`src/rtl/gpp_pkg.sv`:
```
// Constants shared by the program-memory responder and the GPP decoder:
// store geometry, responder FSM encoding and instruction field widths.
package gpp_pkg;

    localparam int DEPTH = 16;
    localparam int AW    = 4;
    localparam int CW    = 5;
    localparam int DW    = 32;

    localparam int OP_W = 6;
    localparam int RS_W = 5;
    localparam int RT_W = 5;
    localparam int RD_W = 5;
    localparam int SH_W = 5;
    localparam int FN_W = 6;

    typedef enum logic {
        S_LOAD  = 1'b0,
        S_READY = 1'b1
    } state_t;

endpackage

```
`src/rtl/prog_mem_responder_byte_packer.sv`:
```
// Big-endian byte-to-word packer: bytes land MSB first, an early last byte
// leaves the remaining low bytes zero, and word_valid pulses with the completing byte.
module byte_packer
    import gpp_pkg::*;
(
    input  logic          clk,
    input  logic          rst_n,
    input  logic          clr,
    input  logic          ld_valid,
    input  logic [7:0]    ld_byte,
    input  logic          ld_last,
    output logic [DW-1:0] word,
    output logic          word_valid
);

    logic [DW-1:0] pack_reg, pack_next;
    logic [1:0]    cnt_reg, cnt_next;

    // Each byte is OR-ed into its final lane, so unfilled lanes stay zero.
    always_comb begin
        word       = pack_reg | ({24'd0, ld_byte} << {~cnt_reg, 3'b000});
        word_valid = ld_valid && ((cnt_reg == 2'd3) || ld_last);
        pack_next  = pack_reg;
        cnt_next   = cnt_reg;
        if (clr || word_valid) begin
            pack_next = '0;
            cnt_next  = 2'd0;
        end else if (ld_valid) begin
            pack_next = word;
            cnt_next  = cnt_reg + 2'd1;
        end
    end

    always_ff @(posedge clk or negedge rst_n) begin
        if (!rst_n) begin
            pack_reg <= '0;
            cnt_reg  <= 2'd0;
        end else begin
            pack_reg <= pack_next;
            cnt_reg  <= cnt_next;
        end
    end

endmodule

```
`src/rtl/prog_mem_responder.sv`:
```
// 16x32 program store loaded from a byte stream and served to the GPP fetch port.
// Define PMEM_CHECKSUM_EN to treat the final stream word as a sum-of-words checksum.
module prog_mem_responder
    import gpp_pkg::*;
(
    input  logic          Clk,
    input  logic          Rst,
    input  logic [AW-1:0] Addr,
    input  logic          RW,
    input  logic          En,
    output logic [DW-1:0] Data,
    input  logic          LdValid,
    input  logic [7:0]    LdByte,
    input  logic          LdLast,
    output logic          LdReady,
    input  logic          Reload,
    output logic          Loaded,
    output logic [CW-1:0] WordCnt,
    output logic          Err
);

    state_t        state_reg, state_next;
    logic [CW-1:0] word_cnt_reg, word_cnt_next;
    logic          done_reg, done_next;
    logic          err_reg, err_next;
    logic [DW-1:0] data_reg, data_next;
    logic [DW-1:0] mem [DEPTH];

    logic          accept, loading, fetch, wr_req, wr_en, ck_bad, finishing;
    logic [DW-1:0] pk_word;
    logic          pk_valid;

`ifdef PMEM_CHECKSUM_EN
    logic [DW-1:0] sum_reg, sum_next;
    logic          ck_word;
`endif

    byte_packer u_packer (
        .clk        (Clk),
        .rst_n      (Rst),
        .clr        (Reload),
        .ld_valid   (accept),
        .ld_byte    (LdByte),
        .ld_last    (LdLast),
        .word       (pk_word),
        .word_valid (pk_valid)
    );

    always_ff @(posedge Clk or negedge Rst) begin
        if (!Rst) state_reg <= S_LOAD;
        else      state_reg <= state_next;
    end

    // done_reg delays the hand-over by one edge so Loaded follows the final write.
    always_comb begin
        state_next = state_reg;
        case (state_reg)
            S_LOAD:  if (!Reload && done_reg) state_next = S_READY;
            S_READY: if (Reload)              state_next = S_LOAD;
            default: state_next = S_LOAD;
        endcase
    end

    always_comb begin
        Loaded  = (state_reg == S_READY);
        LdReady = (state_reg == S_LOAD) && !done_reg;
    end

    always_comb begin
        loading   = (state_reg == S_LOAD);
        fetch     = En && !RW;
        wr_req    = En && RW;
        accept    = LdValid && LdReady && !Reload;
        wr_en     = pk_valid;
        ck_bad    = 1'b0;
        finishing = pk_valid && (LdLast || (word_cnt_reg == CW'(DEPTH - 1)));
`ifdef PMEM_CHECKSUM_EN
        // The checksum word is the one carrying LdLast, or the word after a full store.
        ck_word   = pk_valid && (LdLast || (word_cnt_reg == CW'(DEPTH)));
        wr_en     = pk_valid && !ck_word;
        ck_bad    = ck_word && (pk_word != sum_reg);
        finishing = ck_word;
        sum_next  = Reload ? '0 : (wr_en ? sum_reg + pk_word : sum_reg);
`endif
        word_cnt_next = Reload ? '0 : (wr_en ? word_cnt_reg + CW'(1) : word_cnt_reg);
        done_next     = Reload ? 1'b0 : (done_reg || finishing);
        err_next      = Reload ? 1'b0 : (err_reg || (fetch && loading) || wr_req || ck_bad);
        data_next     = data_reg;
        if (fetch) data_next = loading ? '0 : mem[Addr];
    end

    always_ff @(posedge Clk or negedge Rst) begin
        if (!Rst) begin
            word_cnt_reg <= '0;
            done_reg     <= 1'b0;
            err_reg      <= 1'b0;
            data_reg     <= '0;
`ifdef PMEM_CHECKSUM_EN
            sum_reg      <= '0;
`endif
        end else begin
            word_cnt_reg <= word_cnt_next;
            done_reg     <= done_next;
            err_reg      <= err_next;
            data_reg     <= data_next;
`ifdef PMEM_CHECKSUM_EN
            sum_reg      <= sum_next;
`endif
        end
    end

    // Reload deliberately leaves the store intact; only reset clears it.
    always_ff @(posedge Clk or negedge Rst) begin
        if (!Rst) begin
            for (int i = 0; i < DEPTH; i++) mem[i] <= '0;
        end else if (wr_en) begin
            mem[word_cnt_reg[AW-1:0]] <= pk_word;
        end
    end

    assign Data    = data_reg;
    assign WordCnt = word_cnt_reg;
    assign Err     = err_reg;

endmodule

```
`config.mk`:
```
export PLATFORM = sky130hd
export DESIGN_NAME = prog_mem_responder
export DESIGN_NICKNAME = d
export VERILOG_FILES = /design/src/rtl/gpp_pkg.sv /design/src/rtl/prog_mem_responder_byte_packer.sv /design/src/rtl/prog_mem_responder.sv
export SDC_FILE = /design/constraint.sdc
export NUM_CORES = 1
export LEC_CHECK = 0
export ABC_AREA = 1
export CAP_MARGIN = 25
export CORE_ASPECT_RATIO = 1.5
export CORE_MARGIN = 2
export CORE_UTILIZATION = 55
export CTS_CLUSTER_DIAMETER = 80
export CTS_CLUSTER_SIZE = 30
export DETAILED_ROUTE_END_ITERATION = 8
export PLACE_DENSITY_LB_ADDON = 0.1
export SYNTH_ARGS = -nofsm -noshare
export SYNTH_HDL_FRONTEND = slang
export SYNTH_SLANG_ARGS = --single-unit
```
`constraint.sdc`:
```
create_clock -name Clk -period 5.11 [get_ports Clk]
set_input_delay 1.022 -clock Clk [delete_from_list [all_inputs] [get_ports Clk]]
set_output_delay 1.022 -clock Clk [all_outputs]
set_load 0.02 [all_outputs]
```
# Word-level counts from Yosys, hierarchy flattened
# Cells that the tools add are included.
# word_totals
elab_cells,75
in_bits,19
ff_bits,586
# op_classes
n_mux,18
eq_ne,2
shift,1
bitwise_logic,5
n_addsub,2
order_cmp,3
reduce_logical,21
# op_table
op,count
$bwmux 512,1
$mux 32,6
$bmux 32 s4,1
$demux 32 s4,1
$or 32x32->32,1
$shl 8x5->32,1
$ge 5x5->1 const B,2
$logic_and 1x1->1,10
$mux 5,2
$not 4->5,2
$logic_or 1x1->1,6
$add 5x1->5 const B,1
$eq 5x4->1 const B,1
$lt 5x1->1 const B,1
$mux 1,4
$mux 2,2
$reduce_bool 2->1,2
$logic_not 1->1,3
$add 2x1->2 const B,1
$eq 2x2->1 const B,1
$not 2->2,1
$pmux 1 s2,1
$not 1->1,1

# Longest topological paths before layout
# Gate-level depths: netlist of the first run.
# depth
ltp_word,8
mapped_depth,12
mapped_depth_nobuf,9

# Hierarchy
# A second synthesis of the first run with hierarchy kept.
# unflattened
hier_cells,3712
area_unflattened_um2,27896.8
# modules_own_cells
mod,cells_per_inst,area_per_inst_um2,instances
prog_mem_responder,3460,26087.5,1
byte_packer,252,1809.2,1

# Worst setup path after synthesis of the first run
# No wires, ideal clock.
# synth_timing
path_kind,input -> register
from,input Addr[0]
to,register data_reg[23] (netlist: Data[23])
path_stages,11
path_buffers,3
arrival_ns,2.184
slack_ns,2.809
cell_sequence,clkbuf_1 > inv_1 > clkbuf_1 > clkbuf_1 > nand2_1 > nand3_1 > nand3_1 > nand3_1 > nand2_1 > nand2_1 > nand2_1
# synth_between
elab_chain_cells,5
# synth_lines
element,line,source
start: declaration,prog_mem_responder.sv:8,"input logic [AW-1:0] Addr,"
$not 4->5 (implied by the code),prog_mem_responder.sv:89,if (fetch) data_next = loading ? '0 : mem[Addr];
$bmux 32 s4,prog_mem_responder.sv:89,
$mux 32 (implied by the code) (2 in series),prog_mem_responder.sv:89,
$mux 32,prog_mem_responder.sv:89,
end signal: assignment,prog_mem_responder.sv:105,data_reg <= data_next;
end: declaration,prog_mem_responder.sv:26,"logic [DW-1:0] data_reg, data_next;"
# No other way between the ends. The select of a mux whose other input is x is not followed.
# A chain may end at the register's enable or synchronous reset.

# Worst setup path in the final report of the first run
# layout_timing
from,register u_packer.cnt_reg[1]
to,register mem[492] (netlist name)
# layout_between
elab_chain_cells,4
word_cells_on_any_way,7
cone_classes,eq/ne (1); shift (1); mux (1); bitwise (2); reduce/logical (2)
# layout_lines
element,line,source
start: declaration,prog_mem_responder_byte_packer.sv:17,"logic [1:0] cnt_reg, cnt_next;"
start signal: assignment,prog_mem_responder_byte_packer.sv:40,cnt_reg <= cnt_next;
$not 2->2,prog_mem_responder_byte_packer.sv:21,"word = pack_reg | ({24'd0, ld_byte} << {~cnt_reg, 3'b000});"
$shl 8x5->32,prog_mem_responder_byte_packer.sv:21,
$or 32x32->32,prog_mem_responder_byte_packer.sv:21,
$bwmux 512,prog_mem_responder.sv:117,mem[word_cnt_reg[AW-1:0]] <= pk_word;
end signal: indexed assignment,prog_mem_responder.sv:117,
end: declaration,prog_mem_responder.sv:27,logic [DW-1:0] mem [DEPTH];
# Several ways; a longest one is shown, not always the timed one.

==> impl_results.md, run 1 <==
* Status: completed
* RSZ-0062 raised after global routing: false
* Worst path slowest cell: dfrtp_1
* Via total after detailed routing at 22810
* DIE WIDTH at 186.9 um
* Setup-failing EPs final at 0
* Synth Net Count at 3641
* Final Max Tran Viols at 0
* Fin. Hold Viols at 0
* Post-synth EDFFs at 0
* Kind of critical path: flip-flop to flip-flop
* Placed Cells at 4122
* Standard-cell rows at 100
* Area grow syn2layout at 5.647%
* Area leader, netlist: dfrtp_1
* Largest net degree at the start of global routing at 140
* Critical Path Fanout Max at 64
* Clk_lat worst skew at 610 ps
* # Post-CTS Setup Buffers at 0
* Startpoint types: flip-flop
* GR Util met1 at 0.3785
* H-tree levels at 1
* YS warnings at 0
* Hpwl dp at 40.99 mm
* Die ar. at 52040 sq um
* Ports at 59
* Worst vdd ir at 0.2535 mV
* Ranking of synthesized cells by area: dfrtp_1 53%, nand2_1 18%, o21ai_0 8.7%
* TritonCTS clock tree: yes
* R2R Path Start: u_packer.cnt_reg[1]$_DFFE_PN0P_
* Flop-to-flop setup slack at 1850 ps
* CTS buffer count at 25
* CTS Root Cell: clkbuf_16
* WL per Instance at 17.91 um
* Yosys reg bits at 586
* DRT Pass-1 Iters at 6
* Seq/Total Area, Yosys at 0.5311
* Share of cells above drive strength 1 at 0.03234
* Post-synth ARST share at 1.000
* PwrDens at 273.1 nW/um^2
* Clock skew at 18.43 ps
* Fillers at 4561
* Worst-Margin Slew at 1004 ps
* Top Usage Layer GRT: met2
* CTS hold repair buffers at 0
* Crit-path max cell delay at 810 ps
* N_diodes at 0
* Total wire length at 74.46 mm
* M2 GR Usage at 0.5144
* M3 GR Usage at 0.02434
* Clk buf depth at 3
* Cells along the critical path: ha_1, nor2_1, nor2_2, inv_2, nor2_8, nand3_4, o21ai_0
* CP arrival at 3760 ps
* DRC at 0
* PortBufs at 58
* Min-delay worst type: input port to async pin
* Cell with the most instances after synthesis: nand2_1
* Reg-to-Reg End: mem[492]$_DFFE_PN0P_
* Synth top cells by count: 1327 x nand2_1, 586 x dfrtp_1, 479 x o21ai_0
* Mean post-synth cell area at 7.635 sq um
* Clock Pin Slew Worst Setup and Hold Paths at 110 ps
* Most used flip-flop cell after synthesis: dfrtp_1
* Fin crit period at 3256 ps
* Initial core utilization at 0.5558
* Clock Sinks at 586
* Period utilisation layout at 0.6372
* Count of different cell masters after synthesis at 28
* Slew HR at 0.3306
* Vias per cell at 5.486
* Final TNS setup at 0 ps
* Post-route insts no fill at 4157
* Netlist Area Pre-Place at 27610 sq um
* Post-cts sizing count at 0
* CP required at 5610 ps
* Worst setup EP type: flip-flop
* FMAX at 0.3071 GHz
* Max_cap viols at 0
* Reg2reg path depth at 7
* Final #Nets at 3511
* Vias in the first global route at 22050
* GP Congestion at 0.8509
* Core box area at 49670 sq um
* Leak at 0.01376 uW
* Antenna Nets Post-Route at 0
* Syn Inst Count at 3616
* Synth top area share at 0.5311
* Starting DRC count in detailed routing at 2107
* First-pass GRT wire length at 120.0 mm
* Max reg flops at 512
* Total grt overflow at 0
* DIE HEIGHT at 278.4 um
* Total track usage at 0.2886
* Initial antenna violation count at 0
## power breakdown
part / internal, uW / switching [uW] / leakage (uW)
combinational: 207 / 553 / 0.00525
sequential: 4710 / 47.3 / 0.00816
clock: 930 / 1510 / 0.000357
total: 5850 / 2110 / 0.0138
## cells by family (layout without fill, tap and decap cells)
kind of cell,after synthesis,count (layout),share of synthesized area
xor+xnor,1,1,0.0003173
simple gates,1749,1749,0.2601
flops,586,586,0.5311
compound gates,587,587,0.1094
buf+inv,687,565,0.09635
fa+ha+maj,6,6,0.002719
## worst max-delay path, delay by kind of cell, from the launching register on
kind,cells,cell delay [ps]
AND/OR/NAND/NOR,4,1370
adder cells (fa/ha/maj),1,370
buffers and inverters,1,90
AO/OA/AOI/OAI,1,440
flip-flops,1,810
## metrics by stage
| stage | hold slack, ps | total power, uW | utilization | setup WS [ps] | cell area, sq um |
|---|---|---|---|---|---|
| 2_1_floorplan | 452.9 | 5281 | - | 2809 | 27610 |
| 3_3_place_gp | 462.0 | 5596 | 0.5721 | 1641 | 28420 |
| 3_5_place_dp | 464.1 | 5613 | 0.5725 | 1537 | 28440 |
| 4_1_cts | 461.8 | 8017 | 0.5872 | 1841 | 29170 |
| 5_1_grt | 497.0 | 8259 | 0.5872 | 1645 | 29170 |
| 6_report | 401.0 | 7966 | 0.5872 | 1854 | 29170 |
## layer usage
layer	vias to the layer above	part of all wire	wire (um)
li1	10970	-	-
met1	11070	0.43	31680
met2	669	0.50	37050
met3	103	0.053	3967
met4	0	0.024	1766
met5	-	0	0
## cell usage in the layout, fill, tap and decap left out, types with 2 or more instances in the layout
| cell type | n |
|---|---|
| nand3_2 | 3 |
| nand2_1 | 1327 |
| o22ai_1 | 4 |
| inv_1 | 428 |
| a31o_2 | 8 |
| buf_4 | 29 |
| nor2_1 | 12 |
| clkinv_8 | 3 |
| inv_6 | 6 |
| nand3_1 | 385 |
| ha_1 | 6 |
| nor3_1 | 2 |
| clkdlybuf4s50_1 | 53 |
| buf_2 | 2 |
| nand3_4 | 4 |
| inv_2 | 4 |
| o21ai_0 | 479 |
| nand2_2 | 3 |
| a21oi_1 | 31 |
| o21bai_1 | 15 |
| o21ai_1 | 42 |
| clkbuf_16 | 25 |
| buf_12 | 10 |
| a31oi_1 | 8 |
| nand2_4 | 7 |
| nor2_2 | 2 |
| dfrtp_1 | 586 |
## area by class of cell
| type | instances | area (sq um) | area share |
|---|---|---|---|
| inverter | 434 | 1637 | 0.05611 |
| clock buffer | 26 | 629.4 | 0.02158 |
| timing repair buffer | 96 | 987.2 | 0.03385 |
| clock inverter | 9 | 101.3 | 0.003475 |
| sequential | 586 | 14660 | 0.5027 |
| tap | 663 | 829.5 | 0.02844 |
| multi-input combinational | 2343 | 10320 | 0.3538 |
## how the worst max path moves through the flow
stage                                     from                   end  slack, ps
2_1_floorplan                          Addr[0]  Data[23]$_DFFE_PN0N_       2810
3_3_place_gp                            Reload  mem[495]$_DFFE_PN0P_       1640
3_5_place_dp                            Reload  mem[495]$_DFFE_PN0P_       1540
4_1_cts        u_packer.cnt_reg[1]$_DFFE_PN0P_  mem[495]$_DFFE_PN0P_       1840
5_1_grt        u_packer.cnt_reg[1]$_DFFE_PN0P_  mem[477]$_DFFE_PN0P_       1640
6_report       u_packer.cnt_reg[1]$_DFFE_PN0P_  mem[492]$_DFFE_PN0P_       1850
(Power assumes the default switching activity.)
==> run 2, diff against run 1 <==
==> constraint.sdc (replaced) <==
create_clock -name Clk -period 3.4 [get_ports Clk]
set_input_delay 0.68 -clock Clk [delete_from_list [all_inputs] [get_ports Clk]]
set_output_delay 0.68 -clock Clk [all_outputs]
set_load 0.02 [all_outputs]
==> run 2 against run 1 <==
  * Die area is the same
  * First-iteration DRC count shrank 2.1%
  * Core utilization grew 0.81 points
  * Critical path depth shrank 5
  * Global-route usage grew 0.85 points
  * Non-clock buffer count grew 32
  * Worst hold slack lost 340 ps
  * Count of clock-buffer cells in the layout grew 1
  * Sequential power grew 50%
  * Highest routed layer unchanged
  * Setup slack lost 1100 ps
  * Cell count grew 0.72%
==> impl_results.md, run 2 (synthesis results as in run 1) <==
* DIE WIDTH at 186.9 um
* Starting DRC count in detailed routing at 2063
* FMAX at 0.3730 GHz
* TritonCTS clock tree: yes
* Cells along the critical path: nor2_2, clkdlybuf4s50_1
* Clock skew at 39.78 ps
* Setup-failing EPs final at 0
* Slew HR at 0.3590
* CP required at 2720 ps
* Commonest non-fill, non-tap cell in the layout: nand2_1
* # Post-CTS Setup Buffers at 0
* Fillers at 4590
* DRT Pass-1 Iters at 5
* Via total after detailed routing at 23030
* Ports at 59
* Clock Pin Slew Worst Setup and Hold Paths at 110 ps
* Clk_lat worst skew at 610 ps
* Top Metal Used: met4
* Vias in the first global route at 22420
* Worst-Margin Slew at 961.5 ps
* Share of cells above drive strength 1 at 0.04058
* Clk buf depth at 3
* Clock Sinks at 586
* Final TNS setup at 0 ps
* Worst setup EP type: primary output
* RSZ-0062 raised after global routing: false
* Antenna Nets Post-Route at 0
* Startpoint types: flip-flop
* DIE HEIGHT at 278.4 um
* Routed met2 length at 37.29 mm
* Die ar. at 52040 sq um
* Final Max Tran Viols at 0
* Met3 routed WL at 4.140 mm
* Flop-to-flop setup slack at 890 ps
* Crit-path max cell delay at 650 ps
* Kind of critical path: flip-flop to primary output
* PortBufs at 58
* Vias per cell at 5.499
* Core box area at 49670 sq um
* Max reg flops at 512
* Final worst slack at 719.1 ps
* CP arrival at 2000 ps
* Standard-cell rows at 100
* CTS hold repair buffers at 0
* Max_cap viols at 0
* Worst path slowest cell: clkdlybuf4s50_1
* Total wire length at 76.07 mm
* Fin. Hold Viols at 0
* Final #Nets at 3542
* Leak at 0.01398 uW
* WL per Instance at 18.17 um
* N_diodes at 0
* Post-cts sizing count at 0
* CTS buffer count at 24
* First-pass GRT wire length at 123.6 mm
* Hpwl dp at 43.77 mm
* Period utilisation layout at 0.7885
* Worst vdd ir at 0.3571 mV
* Min-delay worst type: input port to async pin
* Total grt overflow at 0
* Initial core utilization at 0.5558
* Total track usage at 0.2972
* Largest net degree at the start of global routing at 129
* Met1 WL at 32.08 mm
* DRC at 0
* Status: completed
* Pre-CTS WS at 460.6 ps
* Fin crit period at 2681 ps
* H-tree levels at 1
* Area grow syn2layout at 7.106%
* Critical Path Fanout Max at 4
* Initial antenna violation count at 0
* CTS Root Cell: clkbuf_16
* PwrDens at 409.3 nW/um^2
* Most frequent cells in the layout: 1327 x nand2_1, 586 x dfrtp_1, 479 x o21ai_0, 428 x inv_1, 385 x nand3_1
* GP Congestion at 0.8176
run 2: final timing paths:
kind,start,to,cells past startpoint
setup / recovery,Loaded$_DFF_PN0_,LdReady,2
hold / removal,Rst,mem[417]$_DFFE_PN0P_,1
setup reg to reg,Loaded$_DFF_PN0_,mem[335]$_DFFE_PN0P_,9
hold reg to reg,Data[4]$_DFFE_PN0N_,Data[4]$_DFFE_PN0N_,2
max in group asynchronous,Rst,mem[469]$_DFFE_PN0P_,3
min in group Clk,Data[4]$_DFFE_PN0N_,Data[4]$_DFFE_PN0N_,2
run 2: critical path, delay by kind of cell, from the launching register on:
kind,cells,cell delay [ps]
buffers and inverters,1,650
DFF,1,500
and+or+nand+nor,1,240
run 2: layout make-up:
type / count / area (sq um) / area share
timing repair buffer: 128 / 1378 / 0.04659
sequential: 586 / 14660 / 0.4959
clock inverter: 6 / 100.1 / 0.003385
multi-input combinational: 2343 / 10320 / 0.3490
inverter: 434 / 1637 / 0.05534
clock buffer: 27 / 643.1 / 0.02175
tap: 663 / 829.5 / 0.02805
run 2: power breakdown:
| group | internal [uW] | switching, uW | total, uW | leakage (uW) |
|---|---|---|---|---|
| registers | 7090 | 65.6 | 7150 | 0.00816 |
| logic | 333 | 852 | 1180 | 0.00546 |
| clock network | 1540 | 2230 | 3770 | 0.000366 |
| total | 8960 | 3140 | 12100 | 0.0140 |
run 2: stage by stage:
stage          hold slack (ps)  instances  cell area (sq um)  utilization  total power, uW
6_report                 60.18       4187              29570       0.5953            12100
5_1_grt                  118.3       4187              29570       0.5953            12580
4_1_cts                  108.5       4187              29570       0.5953            12190
3_5_place_dp             464.2       4154              28830       0.5804             8474
3_3_place_gp             464.3       4154              28830       0.5804             8456
2_1_floorplan            384.4       3616              27610            -             7936
run 2: layer usage:
layer | vias to the layer above | GRT usage
met3 | 166 | 0.03165
met2 | 695 | 0.5131
li1 | 11030 | -
met4 | 0 | 0.09951
met1 | 11130 | 0.3925
met5 | - | 0
